[src/rtl/vga_timing_pkg.sv]
// rtl/vga_timing_pkg.sv - shared timing sets and helpers for the VGA raster generator
package vga_timing_pkg;

    typedef struct packed {
        int vis;
        int fp;
        int sync;
        int bp;
    } axis_timing_t;

    // 800x600@72 from a 50 MHz clock with pix_en tied high
    localparam axis_timing_t SVGA72_H = '{vis: 800, fp: 56, sync: 120, bp: 64};
    localparam axis_timing_t SVGA72_V = '{vis: 600, fp: 37, sync: 6,   bp: 23};

    // 640x480@60 from a 50 MHz clock with pix_en high one clock in two
    localparam axis_timing_t VGA60_H = '{vis: 640, fp: 16, sync: 96, bp: 48};
    localparam axis_timing_t VGA60_V = '{vis: 480, fp: 10, sync: 2,  bp: 33};
    localparam int VGA60_PIX_DIV = 2;

    function automatic int seg_total(input int vis, input int fp, input int sync, input int bp);
        return vis + fp + sync + bp;
    endfunction

endpackage

[src/rtl/vga_axis_counter.sv]
// rtl/vga_axis_counter.sv - one raster axis: wrapping counter with registered sync decode
module vga_axis_counter
    import vga_timing_pkg::*;
#(
    parameter int VIS  = 800,
    parameter int FP   = 56,
    parameter int SYNC = 120,
    parameter int BP   = 64,
    parameter bit POL  = 1'b0,
    parameter int W    = 11
) (
    input  logic         clk_50m,
    input  logic         rst,
    input  logic         advance,
    output logic [W-1:0] count,
    output logic         sync,
    output logic         active,
    output logic         wrap
);

    localparam int TOTAL = seg_total(VIS, FP, SYNC, BP);
    localparam logic [31:0] VIS_32     = 32'(VIS);
    localparam logic [31:0] SYNC_LO_32 = 32'(VIS + FP);
    localparam logic [31:0] SYNC_HI_32 = 32'(VIS + FP + SYNC);
    localparam logic [W-1:0] LAST      = W'(TOTAL - 1);

    if (VIS < 1 || FP < 1 || SYNC < 1 || BP < 1 || longint'(TOTAL) > (64'd1 << W)) begin : g_bad_params
        $error("vga_axis_counter: segment below 1 or total does not fit counter width");
    end

    logic [W-1:0] count_next;
    logic [31:0]  next_32;
    logic         sync_next;

    assign wrap = (count == LAST);

    always_comb begin
        count_next = count;
        if (advance) begin
            count_next = wrap ? '0 : count + W'(1);
        end
    end

    // active describes the value being loaded on this edge, so the top can register it
    // alongside count without adding a cycle of skew.
    assign next_32   = 32'(count_next);
    assign active    = (next_32 < VIS_32);
    assign sync_next = (next_32 >= SYNC_LO_32) && (next_32 < SYNC_HI_32);

    always_ff @(posedge clk_50m) begin
        if (rst) begin
            count <= LAST;
            sync  <= ~POL;
        end else begin
            count <= count_next;
            sync  <= sync_next ? POL : ~POL;
        end
    end

endmodule

[src/rtl/vga_timing_gen.sv]
// rtl/vga_timing_gen.sv - VGA raster timing generator with pixel enable and aligned strobes
module vga_timing_gen
    import vga_timing_pkg::*;
#(
    parameter int H_VIS  = 800,
    parameter int H_FP   = 56,
    parameter int H_SYNC = 120,
    parameter int H_BP   = 64,
    parameter int V_VIS  = 600,
    parameter int V_FP   = 37,
    parameter int V_SYNC = 6,
    parameter int V_BP   = 23,
    parameter bit HS_POL = 1'b0,
    parameter bit VS_POL = 1'b0,
    parameter int X_W    = $clog2(seg_total(H_VIS, H_FP, H_SYNC, H_BP)),
    parameter int Y_W    = $clog2(seg_total(V_VIS, V_FP, V_SYNC, V_BP))
) (
    input  logic           clk_50m,
    input  logic           rst,
    input  logic           pix_en,
    output logic [X_W-1:0] vector_x,
    output logic [Y_W-1:0] vector_y,
    output logic           VGA_HS,
    output logic           VGA_VS,
    output logic           video_on,
    output logic           line_start,
    output logic           frame_start
);

    logic h_wrap, v_wrap;
    logic h_active, v_active;
    logic v_advance;

    assign v_advance = pix_en & h_wrap;

    vga_axis_counter #(
        .VIS (H_VIS),
        .FP  (H_FP),
        .SYNC(H_SYNC),
        .BP  (H_BP),
        .POL (HS_POL),
        .W   (X_W)
    ) u_h_axis (
        .clk_50m(clk_50m),
        .rst    (rst),
        .advance(pix_en),
        .count  (vector_x),
        .sync   (VGA_HS),
        .active (h_active),
        .wrap   (h_wrap)
    );

    // VS only moves on an x wrap, keeping its edges aligned to line start
    vga_axis_counter #(
        .VIS (V_VIS),
        .FP  (V_FP),
        .SYNC(V_SYNC),
        .BP  (V_BP),
        .POL (VS_POL),
        .W   (Y_W)
    ) u_v_axis (
        .clk_50m(clk_50m),
        .rst    (rst),
        .advance(v_advance),
        .count  (vector_y),
        .sync   (VGA_VS),
        .active (v_active),
        .wrap   (v_wrap)
    );

    always_ff @(posedge clk_50m) begin
        if (rst) begin
            video_on    <= 1'b0;
            line_start  <= 1'b0;
            frame_start <= 1'b0;
        end else begin
            video_on    <= h_active & v_active;
            line_start  <= v_advance;
            frame_start <= v_advance & v_wrap;
        end
    end

endmodule

[config.mk]
export PLATFORM = sky130hd
export DESIGN_NAME = vga_timing_gen
export DESIGN_NICKNAME = d
export VERILOG_FILES = /design/src/rtl/vga_timing_pkg.sv /design/src/rtl/vga_axis_counter.sv /design/src/rtl/vga_timing_gen.sv
export SDC_FILE = /design/constraint.sdc
export NUM_CORES = 1
export LEC_CHECK = 0
export CORE_MARGIN = 5
export CORE_UTILIZATION = 56
export DETAILED_ROUTE_END_ITERATION = 10
export PLACE_DENSITY_LB_ADDON = 0.12
export SETUP_SLACK_MARGIN = 0.05
export SLEW_MARGIN = 0
export SYNTH_ARGS = -nofsm -noshare
export SYNTH_HDL_FRONTEND = slang
export SYNTH_HIERARCHICAL = 1
export SYNTH_SLANG_ARGS = --single-unit
[constraint.sdc]
create_clock -name clk_50m -period 4.8 [get_ports clk_50m]
set_clock_uncertainty 0.15 [all_clocks]
set_input_delay 0.96 -clock clk_50m [delete_from_list [all_inputs] [get_ports clk_50m]]
set_output_delay 0.96 -clock clk_50m [all_outputs]
set_load 0.02 [all_outputs]
Yosys cells after proc, flatten, opt, wreduce, memory -nomap -nowiden
Cells that the tools add are included.

Add/subtract/negate cells: 2. Order comparisons: 6. $mul: 0. Equal/unequal tests: 2. Reduce and logical (&&, ||, !) cells: 2. Shifts and indexed selects: 0. Mux-type cells: 6. Divide/modulo/power cells: 0. Bitwise operators: 3.

Operator list (number): 11-bit by 10-bit < comparator with 1-bit output (second input constant) (2); 11-bit two-way mux (2); 10-bit < comparator (second input constant) (2); 10-bit two-way mux (2); 11-bit by 1-bit adder with 11-bit output (second input constant) (1); 11-bit == test (second input constant) (1); 11-bit by 10-bit >= comparator with 1-bit output (second input constant) (1); 10-bit by 1-bit adder with 10-bit output (second input constant) (1); 10-bit == test (second input constant) (1); 10-bit >= comparator (second input constant) (1); 1-bit bitwise AND (3); 1-bit logical AND (2); 1-bit two-way mux (2).

Bits in read-only memories: 0. RAM bits: 0. Output and inout bits: 26. Latch bits: 0. Logic and storage cells: 28. Memories: 0. Bits in registers: 26.

Depth between registers and ports, before layout
Word-level depth: 6. Depth in mapped cells: 12. Depth with buffers taken out: 11.

By module
The synthesis kept the hierarchy.

Modules (own cells, without submodules): vga_axis_counter at u_h_axis (cells an instance 103, instances 1, area each 799.5 um2, sequential area each 240.2 um2); vga_axis_counter at u_v_axis (cells an instance 93, instances 1, area each 750.7 um2, sequential area each 220.2 um2); vga_timing_gen (cells an instance 7, instances 1, area each 96.3 um2, sequential area each 60.1 um2).

Least setup slack after synthesis
OpenSTA, ideal clock, no wires.

Path kind: register to register. Start point: register u_h_axis.count[4]. End point: register video_on. Stages on the path, launching flop included: 13. Period minus slack after synthesis: 2.985 ns. Path buffers: 2. Data required time: 4.591 ns. Setup time: 0.059 ns. Arrival time: 2.777 ns. Slack: 1.815 ns. Path through: dfxtp_1 buf_6 or4b_4 nor3_1 and2_1 buf_4 inv_1 nor4_4 nor2b_1 a211oi_1 nor2_1 o21ai_1 and3b_2.

Word-level cells in the longest chain between the ends: 5. Elaborated cells between the ends (all ways): 9.

Ends and longest elaborated chain: start: declaration (line vga_axis_counter.sv:15) `output logic [W-1:0] count,`; start signal: assignment (line vga_axis_counter.sv:55) `count <= count_next;`; 11-bit == test (line vga_axis_counter.sv:35) `assign wrap = (count == LAST);`; via h_wrap (line vga_timing_gen.sv:30) `logic h_wrap, v_wrap;`; 1-bit bitwise AND (line vga_timing_gen.sv:34) `assign v_advance = pix_en & h_wrap;`; via v_advance (line vga_timing_gen.sv:32) `logic v_advance;`; 10-bit two-way mux (line vga_axis_counter.sv:39) `if (advance) begin`; 10-bit < comparator (line vga_axis_counter.sv:47) `assign active = (next_32 < VIS_32);`; via v_active (line vga_timing_gen.sv:31) `logic h_active, v_active;`; 1-bit bitwise AND (line vga_timing_gen.sv:77) `video_on <= h_active & v_active;`; end signal: assignment (line vga_timing_gen.sv:77); end: declaration (line vga_timing_gen.sv:25) `output logic video_on,`.

The timed path passes the listed nets, and every way through them passes these cells. A chain may end at the register's enable or synchronous reset.

Final worst setup path
Same ends and word-level chain as after synthesis.

==> impl_results.md <==
* Fin nets at 231
* Post-route ant nets at 0
* Hold Path Class: flop to flop
* Crit path required time at 4930 ps
* Syn avg cell area at 8.11 sq um
* Final min period at 3390 ps
* Worst path max stage delay at 610 ps
* Fraction of registers with async set/reset at 0%
* Clk_lat worst skew at 320 ps
* Seq/Total Area, Yosys at 31.6%
* Worst Path Max Fanout at 11
* First DRT Iteration DRCs at 98
* Post-synthesis adder-cell area fraction at 2.28%
* Layout cells sized above 1 at 8.93%
* Num Clock Sinks at 26
* Die H at 64.2 microns
* Crit Path Class: flop to flop
* Outcome: complete, no violations
* Largest family of logic cells by synthesized area: simple AND/OR/NAND/NOR gates
* Io pins at 29
* Final cycle utilization of the critical path at 70.6%
* Setup TNS at 0 ps
* Distinct cells, synth at 55
* DRC violations left at 0
* Area leader, netlist: dfxtp_1
* Fin. Hold Viols at 0
* P&R area growth vs syn at 18.5%
* Grt total ovfl at 0
* Multiplexer share of the synthesized area at 0.608%
* TritonCTS buffer count at 3
* Clock root buffer: clkbuf_4
* Synth area leaders: dfxtp_1 32%, xnor2_1 6.9%, nor2_1 4.6%
* Critical path's top delay family: simple AND/OR/NAND/NOR gates
* Placed inst area at 1900 sq um
* Synthesized flop and latch total at 26
* Setup Viol. Count Final at 0
* Setup crit end kind: flop
* Cells on Worst Hold Path at 1
* Gr usage total at 19.7%
* Crit-path cells: or4b_4 -> nor3_1 -> and2_1 -> inv_1 -> nor4_4 -> nor2b_1 -> a211oi_1 -> nor2_1 -> o21ai_1 -> and3b_2
* Slowest stage cell on the critical path: or4b_4
* Startpoint Class: flop
* DP HPWL at 2950 microns
* Slew @ Worst Pin at 713 ps
* Post-synth top flop: dfxtp_1
* Pre-antenna DRT Iters at 4
* Post-synthesis xor/xnor area fraction at 7.45%
* Post-Synthesis Net Count at 209
* Vias in the first global route at 1451
* Initial Util at 59.2%
* Setup bufs post-CTS at 0
* Simple-gate share of the synthesized area at 35.1%
* Antenna cells at 0
* Fin util at 70.2%
* Largest net degree at the start of global routing at 20
* Top cell type's share of synthesized area at 31.6%
* Worst Path Buf+Inv at 1
* Pleak at 0.682 nW
* Fin area at 1950 sq um
* RSZ-0062 raised after global routing: no
* Final WL at 4010 microns
* Commonest non-fill, non-tap cell in the layout: clkdlybuf4s50_1
* Headroom to the max-slew limit at 52.3%
* Max Transition Viols Final at 0
* Routed vias/inst at 6.29
* GPL Wtd Cong at 0.911
* Routed wire length per instance at 15.7 microns
* Synthesis Warnings at 6
* Crit path DAT at 3520 ps
* Most frequent cells in the layout: 28 x clkdlybuf4s50_1, 26 x dfxtp_1, 20 x nor2_1
* Reg2reg path depth at 10
* Post-synth EDFFs at 0
* DIE AREA at 4120 sq um
* Initial antenna violation count at 0
* Longest Clk Path Bufs at 2
* Hold_buf cts at 0
* Critical path depth in cells at 10
* Die X at 64.2 microns
* Core region area at 2780 sq um
* Fmax at 0.295 GHz
* Cell Rows at 19
* H-Tree Depth at 1
* Pwr dens at 343 nW/um^2
* Via Count at 1604
* Maximum vdd drop at 225 uV
* Compound-Gate Fraction of Synth Area at 16.9%
* Clk slew on worst S/H paths at 150 ps
* Syn Inst Count at 203
* Max-cap check violation count at 0
* Global-route wire length before repair at 6780 microns
* CTS tree: yes
* Mapped Area at 1650 sq um
* CTS-repair resized insts at 0
* Port bufs at 28
-- registers in the layout, indices dropped and copies added, names as in the netlist --
signal and flops:
u_h_axis/count 11, u_v_axis/count 10, frame_start 1, line_start 1, u_h_axis/sync 1, u_v_axis/sync 1
video_on 1
-- worst register-to-register path: stages, from the launching register on --
cell and delay (ps):
dfxtp_1 450, or4b_4 610, nor3_1 330, and2_1 400, inv_1 200, nor4_4 500
nor2b_1 120, a211oi_1 260, nor2_1 60, o21ai_1 100, and3b_2 170
-- metrics by stage --
step / worst slack, ps / instances / power, W / hold slack, ps
floorplan: 1810 / 203 / 0.000447 / 464
global placement: 1260 / 251 / 0.000513 / 409
detailed placement: 1130 / 251 / 0.000519 / 426
CTS: 1410 / 255 / 0.000674 / 454
global route: 1160 / 255 / 0.000713 / 483
finish: 1410 / 255 / 0.000670 / 450
-- path summary, 6_finish.rpt --
kind              slack (ps)         startpoint           endpoint
hold reg to reg          450  u_h_axis/count[0]  u_h_axis/count[0]
hold / removal           450  u_h_axis/count[0]  u_h_axis/count[0]
setup reg to reg        1410  u_h_axis/count[4]           video_on
setup / recovery        1410  u_h_axis/count[4]           video_on
-- cells in the mapped netlist, types with 5 or more instances --
master,number
o21ai_0,10
nand3_1,8
nand2_1,12
dfxtp_1,26
nor2_1,20
inv_1,9
nor3_1,14
a21oi_1,12
or2_2,5
xnor2_1,13
-- cells by family after synthesis --
| family | Yosys count |
|---|---|
| multiplexers | 1 |
| XOR/XNOR | 14 |
| AO/OA/AOI/OAI | 44 |
| flip-flops | 26 |
| buffers and inverters | 20 |
| adder cells (fa/ha/maj) | 3 |
| AND/OR/NAND/NOR | 95 |
-- cell type report --
cell class                      instances  area [sq um]
Clock inverter                          1          30.0
Timing Repair Buffer                   28           280
Clock buffer                            3          22.5
Inverter                                9          33.8
Multi-Input combinational cell        157          1030
Tap cell                               31          38.8
Fill cell                             236           830
Sequential cell                        26           520
-- where the power goes --
| group | switching [W] | internal, W |
|---|---|---|
| logic | 0.000142 | 0.000103 |
| registers | 0.0000365 | 0.000238 |
| clock network | 0.0000671 | 0.0000844 |
| total | 0.000246 | 0.000425 |
-- routing by layer --
| layer | vias up | share of wire [%] | track usage [%] |
|---|---|---|---|
| met1 | 743 | 47 | 28.7 |
| met3 | 4 | 7.8 | 3.50 |
| met4 | 0 | 1.1 | 6.62 |
| met2 | 76 | 44 | 29.1 |
| met5 | - | 0 | 0 |
| li1 | 781 | - | - |
Note: power is estimated with default switching activity, not from simulation.
